`src/rtl/nanov_regfile_scheduler.sv`:
```
// Slot scheduler for the nanoV bit-serial register file: one 32-clock slot per
// transaction, core/debug arbitration. Debug requester enabled by NANOV_SCHED_DBG_PORT_EN.
`timescale 1ns/1ps
module nanov_regfile_scheduler #(
    parameter int REG_ADDR_BITS = 4,
    parameter int STARVE_LIMIT  = 4
) (
    input  logic                     clk,
    input  logic                     rstn,
    input  logic                     core_valid,
    output logic                     core_ready,
    input  logic [REG_ADDR_BITS-1:0] core_rs1,
    input  logic [REG_ADDR_BITS-1:0] core_rs2,
    input  logic [REG_ADDR_BITS-1:0] core_rd,
    input  logic                     core_wr,
    input  logic                     dbg_valid,
    output logic                     dbg_ready,
    input  logic [REG_ADDR_BITS-1:0] dbg_addr,
    input  logic                     dbg_wr,
    output logic [4:0]               counter,
    output logic [REG_ADDR_BITS-1:0] rs1,
    output logic [REG_ADDR_BITS-1:0] rs2,
    output logic [REG_ADDR_BITS-1:0] rd,
    output logic [REG_ADDR_BITS-1:0] next_rs1,
    output logic [REG_ADDR_BITS-1:0] next_rs2,
    output logic                     wr_en,
    output logic                     wr_next_en,
    output logic                     read_through,
    output logic                     busy,
    output logic                     owner,
    output logic                     slot_done
);

    localparam logic [0:0] ST_IDLE    = 1'b0;
    localparam logic [0:0] ST_RUN     = 1'b1;
    localparam logic [4:0] LAST_BIT   = 5'd31;
    localparam logic [3:0] STREAK_MAX = 4'(STARVE_LIMIT);

    logic [0:0] state;
    logic       last_bit;
    logic       window_open;
    logic       core_grant;
    logic       dbg_grant;
    logic       accept;

    assign last_bit    = (state == ST_RUN) && (counter == LAST_BIT);
    // Reset is gated in so nothing can be granted while the slot is being aborted.
    assign window_open = rstn && ((state == ST_IDLE) || last_bit);
    assign core_grant  = core_valid && core_ready;
    assign accept      = core_grant || dbg_grant;

`ifdef NANOV_SCHED_DBG_PORT_EN
    logic [3:0] streak;
    logic       dbg_priority;

    assign dbg_priority = !core_valid || (streak == STREAK_MAX);
    assign dbg_ready    = window_open && dbg_priority;
    assign core_ready   = window_open && !(dbg_valid && dbg_priority);
    assign dbg_grant    = dbg_valid && dbg_ready;

    always_ff @(posedge clk) begin
        if (!rstn) begin
            streak <= '0;
            owner  <= 1'b0;
        end else begin
            if (!dbg_valid || dbg_grant)
                streak <= '0;
            else if (core_grant && (streak != STREAK_MAX))
                streak <= streak + 4'd1;
            if (accept)
                owner <= dbg_grant;
        end
    end
`else
    logic unused_dbg;

    assign unused_dbg = ^{dbg_valid, dbg_addr, dbg_wr, STREAK_MAX};
    assign dbg_ready  = 1'b0;
    assign core_ready = window_open;
    assign dbg_grant  = 1'b0;
    assign owner      = 1'b0;
`endif

    // NOTE: sequential state uses non-blocking assignments so every register
    // samples the pre-edge values, independent of statement order.
    always_ff @(posedge clk) begin
        if (!rstn) begin
            state   <= ST_IDLE;
            counter <= '0;
            rs1     <= '0;
            rs2     <= '0;
            rd      <= '0;
        end else if (accept) begin
            state   <= ST_RUN;
            counter <= '0;
            if (dbg_grant) begin
                rs1 <= dbg_addr;
                rs2 <= '0;
                rd  <= dbg_wr ? dbg_addr : '0;
            end else begin
                rs1 <= core_rs1;
                rs2 <= core_rs2;
                rd  <= core_wr ? core_rd : '0;
            end
        end else if (state == ST_RUN) begin
            if (last_bit) begin
                state   <= ST_IDLE;
                counter <= '0;
            end else begin
                counter <= counter + 5'd1;
            end
        end
    end

    // NOTE: defaults first so every path assigns the outputs and no latch is inferred.
    always_comb begin
        next_rs1 = rs1;
        next_rs2 = rs2;
        if (dbg_grant) begin
            next_rs1 = dbg_addr;
            next_rs2 = '0;
        end else if (core_grant) begin
            next_rs1 = core_rs1;
            next_rs2 = core_rs2;
        end
    end

    assign busy         = (state == ST_RUN);
    assign wr_next_en   = busy && (rd != '0);
    assign wr_en        = wr_next_en && last_bit;
    assign slot_done    = last_bit;
    assign read_through = wr_en && accept;

endmodule

```
`config.mk`:
```
export PLATFORM = sky130hd
export DESIGN_NAME = nanov_regfile_scheduler
export DESIGN_NICKNAME = d
export VERILOG_FILES = /design/src/rtl/nanov_regfile_scheduler.sv
export SDC_FILE = /design/constraint.sdc
export NUM_CORES = 1
export LEC_CHECK = 0
export ABC_CLOCK_PERIOD_IN_PS = 2000
export CORE_MARGIN = 3
export CORE_UTILIZATION = 38
export CTS_BUF_LIST = sky130_fd_sc_hd__clkbuf_4 sky130_fd_sc_hd__clkbuf_8
export CTS_CLUSTER_SIZE = 12
export DETAILED_ROUTE_END_ITERATION = 8
export PLACE_DENSITY_LB_ADDON = 0.2
export SLEW_MARGIN = 10
export SYNTH_ARGS = -nofsm -noshare
export SYNTH_HDL_FRONTEND = slang
export SYNTH_SLANG_ARGS = --single-unit
```
`constraint.sdc`:
```
create_clock -name clk -period 2 [get_ports clk]
set_input_delay 0.2 -clock clk [delete_from_list [all_inputs] [get_ports clk]]
set_output_delay 0.2 -clock clk [all_outputs]
set_load 0.03 [all_outputs]
```
==> results of run 1 <==
[worst reg2reg max path: stages, from the launching register on]
cell and delay [ns]:
dfxtp_2 0.37, ha_4 0.14, and3_4 0.17, ha_4 0.13
and2b_2 0.25, buf_6 0.13, buf_4 0.13, o21ai_2 0.16
nor2_1 0.07
[metal layers]
metal / track usage [%] / up-vias / share of wire (%)
met5: 0 / - / 0
met4: 10.9 / 0 / 3.1
met3: 5.63 / 10 / 7.8
met2: 31.1 / 41 / 46
met1: 23.7 / 457 / 43
li1: - / 485 / -
[sequential cells by signal (all words and copies together) (netlist names)]
register and cells:
rs2 4, busy 1, rd 4, counter 5, rs1 4
[metrics by stage]
stage               hold slack, ns  setup slack [ns]  utilization (%)
finish                       0.476          -0.00767             71.8
global route                 0.472           -0.0817             71.8
CTS                          0.478          -0.00334             68.8
detailed placement           0.474            0.0209             63.0
global placement             0.461            0.0166             63.0
floorplan                    0.324            0.0675                -
[cell families after synthesis]
kind of cell             count (synthesis)
adder cells (fa/ha/maj)                  2
XOR/XNOR                                 2
flip-flops                              18
AO/OA/AOI/OAI                           29
multiplexers                             1
AND/OR/NAND/NOR                         40
other                                    1
buffers and inverters                   11
[cells in the final DEF (no fill, tap or decap), types with 2 or more instances in the layout]
master,netlist,final
clkdlybuf4s50_1,0,34
buf_4,4,21
dfxtp_1,18,16
a21boi_1,12,12
nand2_1,10,9
buf_6,3,8
o21ai_1,2,6
nand3_1,8,5
nand4_1,5,5
o21ai_4,0,3
nand3_2,0,3
nor2b_1,3,3
nor2_1,3,3
o21ai_0,7,3
clkbuf_4,0,3
and2_1,2,2
inv_1,2,2
nor3b_1,2,2
a21oi_1,2,2
ha_4,0,2
conb_1,1,2
dfxtp_2,0,2
[repair_timing]
action,in CTS,in global routing
endpoints found under the setup margin,10,11
gates resized for setup,17,12
pin swaps,7,2
gates cloned,1,0
buffers inserted,4,3
[report_power, final]
part | switching [mW] | internal (mW)
clock network | 0.115 | 0.0702
logic | 0.135 | 0.121
registers | 0.0112 | 0.371
[layout make-up]
class                           instances  area share [%]
Inverter                                2           0.464
Sequential cell                        18            22.4
Timing Repair Buffer                   65            37.9
Multi-Input combinational cell         77            35.7
Tap cell                               28            2.17
Clock buffer                            3            1.39
[worst paths after layout]
check,slack (ns),end,from
setup reg to reg,0.36,counter[1],counter[1]
hold reg to reg,0.50,rs2[0],rs2[0]
hold / removal,0.48,rs2[3],core_rs2[3]
setup / recovery,-0.008,next_rs2[2],counter[1]
==> flow_summary.toml, run 1 <==
[synthesis]
post_synth_fa_ha_maj_area_fraction_pct = 2.72
synth-simple-area-share_pct = 24.6
yosys-mux-area-fraction_pct = 1.09
synth-edff-count = 0
synth_compound_area_share_pct = 21.4
ys_seq_elements = 18
ys_seq_area_share_pct = 39.2
yosys_most_used_dff = "dfxtp_1"
synth_cell_type_count = 32
synth_most_common_cell = "dfxtp_1"
yosys-top-cells-area = "dfxtp_1 (39%), a21boi_1 (9.8%), nand3_1 (4.4%)"
syn_area_um2 = 920
synth_xor_area_share_pct = 1.90
synth_top_area_share_pct = 39.2
synthArstFlopShare_pct = 0
synth_warnings = 0
avgSynthCellArea_um2 = 8.84
synth_top_family_by_area = "simple AND/OR/NAND/NOR gates"
synth_top_area_cell = "dfxtp_1"
yosys-top-cells-count = "dfxtp_1 (18), a21boi_1 (12), nand2_1 (10), nand3_1 (8), o21ai_0 (7)"
synthCells = 104

[die]
initial_core_util_pct = 40.8
io_pins = 55
core_area_um2 = 2250
rows = 17
die_x_um = 55.2
die-area_um2 = 3050
die_h_um = 55.2

[route]
dr.pass1.iters = 4
vias = 993
routed_via_density = 5.15
post_drt_wl_per_cell_um = 14.2
first_iter_violations = 5
ant_nets = 0
drcViolationCount = 0
routed_wl_mm = 2.75

[layout]
antennaDiodeCount = 0
instances_no_fill = 193
seqCellArea_um2 = 363
drive_gt1_share_pct = 32.1
fillCellCount = 197
area_growth_syn_to_layout_pct = 75.9
fin_nets = 191
fin_area_um2 = 1620
multiInputGateArea_um2 = 577

[pwr]
report.power.total_mw = 0.824
power.density_nw_per_um2 = 509
p_leak_nw = 0.659
ir_drop_v = 0.000451

[cts]
cts_hold_buf = 0
cts_buffers = 3
cts_root_buf = "clkbuf_4"
cts_max_path_buffers = 2
cts.clk_slew.worst_paths_ns = 0.11
cts.sinks = 18
cts_htree_levels = 1
clock_latency_ns = 0.30
tritoncts = "built"

[sta]
finalMaxSlewViolations = 0
tns_ns = -0.0114
finClkSkew_ns = 0.00949
layout_setup_ws_ns = -0.00767
max_freq_mhz = 498
period_needed_ns = 2.01
fin_crit_sh_pct = 100
rsz0062_at_grt = "true"
hold_viol = 0
setup_viol = 2

[flow_run]
cap_violations = 0

[critical_path]
cpPeakStageDelay_ns = 0.37
crit_top_cell = "ha_4"
reg2reg_depth = 8
cp.arrival_ns = 1.81
startpoint_type = "flop"
worst_path_dominant_cell_family = "simple AND/OR/NAND/NOR gates"
worstPathCellList = "ha_4 > and3_4 > ha_4 > and2b_4 > buf_12 > o21ai_4 > nand2_1 > buf_6"
slowest_stage = "dfxtp_2"
critical_path_class = "flop to output pin"
cp_num_buf_inv = 2
end_kind = "output pin"
crit_cells = 8
cp_max_fo = 7
required_ns = 1.80

[grt]
antenna_found_initial = 0
grt_pass1_vias = 978
grt_overflow = 0
gr-usage-all-layers_pct = 19.7
grt_start_max_net_pins = 14
grt_first_pass_wirelength_mm = 4.26

[placed_design]
placed_cells = 182
port_buffers = 46
hpwlAfterDp_mm = 1.86
gp_congestion = 0.738
placed_area_um2 = 1420

[run_status]
violations = "negative setup slack"
status = "complete, but fails checks"

[hold_path]
holdPathStages = 3
worstHoldPathType = "input port to flop"
No activity file was read; power rests on OpenSTA's default activity.
==> run 2: changes to the inputs <==
--- a/config.mk
+++ b/config.mk
@@ -11,7 +11,7 @@
 export CTS_BUF_LIST = sky130_fd_sc_hd__clkbuf_4 sky130_fd_sc_hd__clkbuf_8
 export CTS_CLUSTER_SIZE = 12
 export DETAILED_ROUTE_END_ITERATION = 8
-export PLACE_DENSITY_LB_ADDON = 0.2
+export PLACE_DENSITY = 0.84
 export SLEW_MARGIN = 10
 export SYNTH_ARGS = -nofsm -noshare
 export SYNTH_HDL_FRONTEND = slang
==> constraint.sdc (replaced) <==
create_clock -name clk -period 2 [get_ports clk]
set_input_delay 0.2 -clock clk [delete_from_list [all_inputs] [get_ports clk]]
set_output_delay 0.2 -clock clk [all_outputs]
set_load 0.1 [all_outputs]
==> run 2 against run 1 <==
  * The run still ends with negative setup slack left
  * Die area unchanged
  * Clock skew grew 0.0086 ns
  * Critical path depth decreased by 1
  * Fmax shrank 2.9%
  * Critical endpoint unchanged
  * Via count grew 2.3%
  * Largest cell class is now multi-input combinational cells
  * Sequential power about the same
==> flow_summary.toml, run 2 (synthesis gave the netlist of run 1 again) <==
[critical_path]
cpPeakStageDelay_ns = 0.38
required_ns = 1.80
critical_path_class = "flop to output pin"
startpoint_type = "flop"
reg2reg_depth = 7
crit_top_cell = "ha_4"
end_kind = "output pin"
worstPathCellList = "ha_4 > and3_4 > ha_4 > and2b_4 > o21ai_4 > nand2_2 > buf_12"
cp.arrival_ns = 1.87
reg2reg_to = "rd[1]"
cp_max_fo = 6
rrSetupSlack_ns = 0.34
slowest_stage = "dfxtp_4"
r2r-start = "counter[0]"

[pwr]
report.power.total_mw = 1.04
p_switching_mw = 0.435
p_int_mw = 0.608
seqPwrFrac_pct = 36.4
comb_power_share_pct = 43.2
swShare_pct = 41.7
p_leak_nw = 0.724
power.density_nw_per_um2 = 583
ir_drop_v = 0.000446
power_frac_clock_pct = 20.3

[sta]
finClkSkew_ns = 0.0181
period_needed_ns = 2.07
finalMaxSlewViolations = 0
fin_crit_sh_pct = 103
layout_setup_ws_ns = -0.0672
setup_viol = 8
hold_viol = 0
max_slew_margin_pct = 56.8
rsz0062_at_grt = "true"
worstMarginPinSlew_ns = 0.643
max_freq_mhz = 484

[grt]
use_met1_pct = 24.8
grt_pass1_vias = 968
grt_overflow = 0
use_met2_pct = 34.6
gr-usage-all-layers_pct = 20.4
grt.busiest_layer = "met2"
grt_first_pass_wirelength_mm = 4.46
grt_start_max_net_pins = 13
use_met3_pct = 5.36
antenna_found_initial = 0

[cts]
cts_htree_levels = 1
cts_hold_buf = 0
cts.clk_slew.worst_paths_ns = 0.12
cts_max_path_buffers = 2
tritoncts = "built"
cts_buffers = 3
cts_root_buf = "clkbuf_4"
clock_latency_ns = 0.30
cts.sinks = 18

[run_status]
status = "complete, but fails checks"
violations = "negative setup slack"

[route]
routed_wl_mm = 3.14
dr.pass1.iters = 4
first_iter_violations = 16
routed_via_density = 5.35
ant_nets = 0
post_drt_wl_per_cell_um = 16.5
drcViolationCount = 0
vias = 1016

[die]
core_area_um2 = 2250
initial_core_util_pct = 40.8
die_x_um = 55.2
rows = 17
die-area_um2 = 3050
die_h_um = 55.2
io_pins = 55

[layout]
antennaDiodeCount = 0
area_growth_syn_to_layout_pct = 94.4
drive_gt1_share_pct = 58.0
fin_nets = 187
seqCellArea_um2 = 377
layout_commonest_cell = "buf_4"
top_register = "counter"
multiInputGateArea_um2 = 669
fillCellCount = 147
largest_reg_flops = 5
fin_area_um2 = 1790
final_cell_mix = "buf_4 (31), clkdlybuf4s50_1 (15), dfxtp_1 (13), buf_12 (13), a21boi_1 (12)"

[placed_design]
placed_area_um2 = 1570
hpwlAfterDp_mm = 2.05
gp_congestion = 0.679
pre_cts_ws_ns = 0.0907
port_buffers = 46

[hold_path]
whs_endpoint = "rs1[3]"
holdPathStages = 3
min_from = "core_rs1[3]"
worstHoldPathType = "input port to flop"

[flow_run]
cap_violations = 0
==> run 2: cell types whose count changed in the layout (fill, tap and decap cells not counted), moves of 3 or more <==
cell / previous run / this run
clkdlybuf4s50_1: 34 / 15
dfxtp_4: 0 / 4
o21ai_1: 6 / 1
nand3_2: 3 / 7
o21ai_2: 1 / 6
buf_12: 1 / 13
dfxtp_1: 16 / 13
nand2_2: 1 / 9
buf_6: 8 / 1
nand2_1: 9 / 1
nand3_1: 5 / 0
buf_4: 21 / 31
==> run 2: what timing repair did <==
action | 4_1_cts | 5_1_grt
gates resized for setup | 24 | 7
endpoints found under the setup margin | 10 | 10
pin swaps | 11 | 9
setup buffers | 5 | 3
cloned | 1 | 0
==> run 2: area by class of cell <==
cell class | instances | share of cell area (%)
Sequential cell | 18 | 21.1
Multi-Input combinational cell | 77 | 37.4
Timing Repair Buffer | 61 | 37.4
Tap cell | 28 | 1.96
Inverter | 2 | 0.420
Clock buffer | 4 | 1.68
==> run 2: stage by stage <==
step                      setup TNS, ns  hold WS (ns)  utilization (%)  cells
after CTS                        -0.433         0.475             76.5    187
after global routing             -0.840         0.481             79.3    190
after global placement                0         0.465             69.6    177
after floorplan                   -3.36         0.324                -    105
after detailed placement              0         0.474             69.6    177
final                            -0.388         0.468             79.3    190
==> run 2: worst max-delay path: cells and delay by family, from the launching register on <==
family,cells,cell delay [ns]
buffers and inverters,1,0.18
AO/OA/AOI/OAI,1,0.08
adder cells (fa/ha/maj),2,0.33
flip-flops,1,0.38
AND/OR/NAND/NOR,3,0.59
==> run 2: per-layer routing <==
metal,wire length [um],part of all wire (%),vias to the layer above
li1,-,-,482
met4,19,0.60,0
met3,222,7.1,2
met2,1650,53,42
met1,1250,40,490
met5,0,0,-
==> run 2: worst max-delay path by stage <==
stage	startpoint	endpoint	slack, ns	cells after the start
6_report	counter[0]	next_rs2[2]	-0.07	7
5_1_grt	counter[0]	next_rs1[1]	-0.12	7
4_1_cts	counter[1]	read_through	-0.1	6
3_5_place_dp	counter[0]	next_rs1[1]	0.09	7
3_3_place_gp	counter[0]	next_rs1[3]	0.10	7
2_1_floorplan	counter[1]	read_through	-0.62	6
==> run 2: power groups by stage <==
stage	logic [mW]	clock network, mW	registers [mW]
final	0.451	0.212	0.380
after global routing	0.466	0.229	0.382
after CTS	0.435	0.211	0.379
after detailed placement	0.409	0	0.386
after global placement	0.405	0	0.385
after floorplan	0.196	0	0.473
==> run 3: changes to the inputs <==
--- a/config.mk
+++ b/config.mk
@@ -5,13 +5,13 @@
 export SDC_FILE = /design/constraint.sdc
 export NUM_CORES = 1
 export LEC_CHECK = 0
-export ABC_CLOCK_PERIOD_IN_PS = 2000
-export CORE_MARGIN = 3
-export CORE_UTILIZATION = 38
+export ABC_CLOCK_PERIOD_IN_PS = 2400
+export CORE_MARGIN = 8
+export CORE_UTILIZATION = 41
 export CTS_BUF_LIST = sky130_fd_sc_hd__clkbuf_4 sky130_fd_sc_hd__clkbuf_8
 export CTS_CLUSTER_SIZE = 12
 export DETAILED_ROUTE_END_ITERATION = 8
-export PLACE_DENSITY = 0.84
+export PLACE_DENSITY = 0.9
 export SLEW_MARGIN = 10
 export SYNTH_ARGS = -nofsm -noshare
 export SYNTH_HDL_FRONTEND = slang
==> constraint.sdc (replaced) <==
create_clock -name clk -period 2.4 [get_ports clk]
set_input_delay 0.24 -clock clk [delete_from_list [all_inputs] [get_ports clk]]
set_output_delay 0.24 -clock clk [all_outputs]
set_load 0.1 [all_outputs]
==> run 3 against run 2 <==
  * Wire length decreased by 11%
  * Critical path type unchanged
  * Cell count decreased by 6.3%
  * The run now ends clean
  * Worst hold slack improved by 0.019 ns
==> flow_summary.toml, run 3 (synthesis gave the netlist of run 1 again) <==
[cts]
tritoncts = "built"
cts_buffers = 3
cts_max_path_buffers = 2
cts.clk_slew.worst_paths_ns = 0.11
cts.sinks = 18
cts_hold_buf = 0
cts_htree_levels = 1
cts_root_buf = "clkbuf_4"
clock_latency_ns = 0.29

[route]
routed_wl_mm = 2.81
dr.pass1.iters = 4
vias = 923
routed_via_density = 5.19
first_iter_violations = 21
post_drt_wl_per_cell_um = 15.8
drcViolationCount = 0
ant_nets = 0

[placed_design]
hpwlAfterDp_mm = 2.14
placed_area_um2 = 1470
pre_cts_ws_ns = 0.239
port_buffers = 46
gp_congestion = 0.744
placed_cells = 172

[die]
die_h_um = 63.4
die-area_um2 = 4010
rows = 17
io_pins = 55
die_x_um = 63.4
core_area_um2 = 2170
initial_core_util_pct = 42.4

[sta]
fin_crit_sh_pct = 96.8
worstMarginPinSlew_ns = 0.594
finClkSkew_ns = 0.00549
layout_setup_ws_ns = 0.0757
finalMaxSlewViolations = 0
hold_viol = 0
max_freq_mhz = 430
max_slew_margin_pct = 60.3
tns_ns = 0
period_needed_ns = 2.32
rsz0062_at_grt = "true"
setup_viol = 0

[critical_path]
r2r-start = "counter[0]"
critical_path_class = "flop to output pin"
cp.arrival_ns = 2.08
worst_path_dominant_cell_family = "simple AND/OR/NAND/NOR gates"
cp_num_buf_inv = 1
end_kind = "output pin"
cpPeakStageDelay_ns = 0.37
startpoint_type = "flop"
reg2reg_to = "rd[1]"
reg2reg_depth = 7
cp_max_fo = 10
required_ns = 2.16
rrSetupSlack_ns = 0.60
slowest_stage = "dfxtp_4"
worstPathCellList = "ha_1 > and3_1 > ha_4 > and2b_4 > o21ai_0 > nand2_2 > buf_12"

[grt]
antenna_found_initial = 0
grt_first_pass_wirelength_mm = 4.55
grt_pass1_vias = 964
grt_overflow = 0
gr-usage-all-layers_pct = 13.6
grt_start_max_net_pins = 20

[layout]
top_register = "counter"
fin_nets = 175
instances_no_fill = 178
area_growth_syn_to_layout_pct = 66.3
layout_commonest_cell = "buf_4"
fillCellCount = 164
drive_gt1_share_pct = 40.7
antennaDiodeCount = 0
postLayoutCoreUtil_pct = 70.5
final_cell_mix = "buf_4 (23), clkdlybuf4s50_1 (15), dfxtp_1 (13)"
largest_reg_flops = 5
fin_area_um2 = 1530

[pwr]
ir_drop_v = 0.000362
power.density_nw_per_um2 = 528
p_leak_nw = 0.641

[run_status]
status = "complete, no violations"

[hold_path]
worstHoldPathType = "flop to flop"
min_from = "rs2[1]"
holdPathStages = 2
whs_endpoint = "rs2[1]"

[flow_run]
cap_violations = 0
## run 3: cell types whose count changed in the layout (fill, tap and decap cells not counted), moves of 3 or more
cell     change
buf_4        -8
nand2_1      +4
nand2_2      -4
nand3_1      +8
nand3_2      -7
o21ai_1      +3
o21ai_4      -3
## run 3: area by class of cell
| cell class | instances | area [um^2] | share of cell area (%) |
|---|---|---|---|
| Timing Repair Buffer | 50 | 563 | 36.8 |
| Tap cell | 28 | 35.0 | 2.29 |
| Clock inverter | 1 | 3.75 | 0.245 |
| Clock buffer | 3 | 22.5 | 1.47 |
| Inverter | 2 | 7.51 | 0.491 |
| Sequential cell | 18 | 372 | 24.3 |
| Multi-Input combinational cell | 76 | 526 | 34.4 |
## run 3: per-layer routing
| metal | vias to the layer above | track usage [%] | wire [um] |
|---|---|---|---|
| met4 | 0 | 5.57 | 29 |
| met2 | 30 | 23.4 | 1440 |
| met1 | 439 | 13.9 | 1110 |
| met5 | - | 0 | 0 |
| met3 | 4 | 6.36 | 234 |
| li1 | 450 | - | - |
## run 3: worst max-delay path by stage
stage | endpoint | slack (ns) | cells past startpoint | from
global placement | next_rs1[0] | 0.28 | 5 | core_valid
finish | next_rs2[3] | 0.08 | 7 | counter[0]
floorplan | read_through | -0.32 | 6 | counter[1]
global route | next_rs2[0] | -0.002 | 7 | counter[0]
CTS | read_through | 0.002 | 7 | counter[0]
detailed placement | next_rs1[0] | 0.24 | 5 | core_valid
## run 3: stage by stage
stage                     power, mW  hold WS (ns)
after floorplan               0.556         0.364
after global placement        0.649         0.468
after detailed placement      0.653         0.476
after CTS                     0.811         0.490
after global routing          0.836         0.502
final                         0.807         0.487
## run 3: what timing repair did
action                                  CTS  global route
endpoints found under the setup margin    9            10
buffers inserted                          2             0
gates resized for setup                   1             4
pin swaps                                 0             1
## run 3: power by group
group          internal [mW]  total, mW  switching (mW)
registers              0.308      0.319          0.0106
clock network         0.0605      0.157          0.0967
logic                  0.101      0.332           0.231
total                  0.469      0.807           0.338
## run 3: worst min-delay path: stages, from the launching register on
cell and delay, ns:
dfxtp_1 0.33, o21ai_2 0.06, a21boi_1 0.06
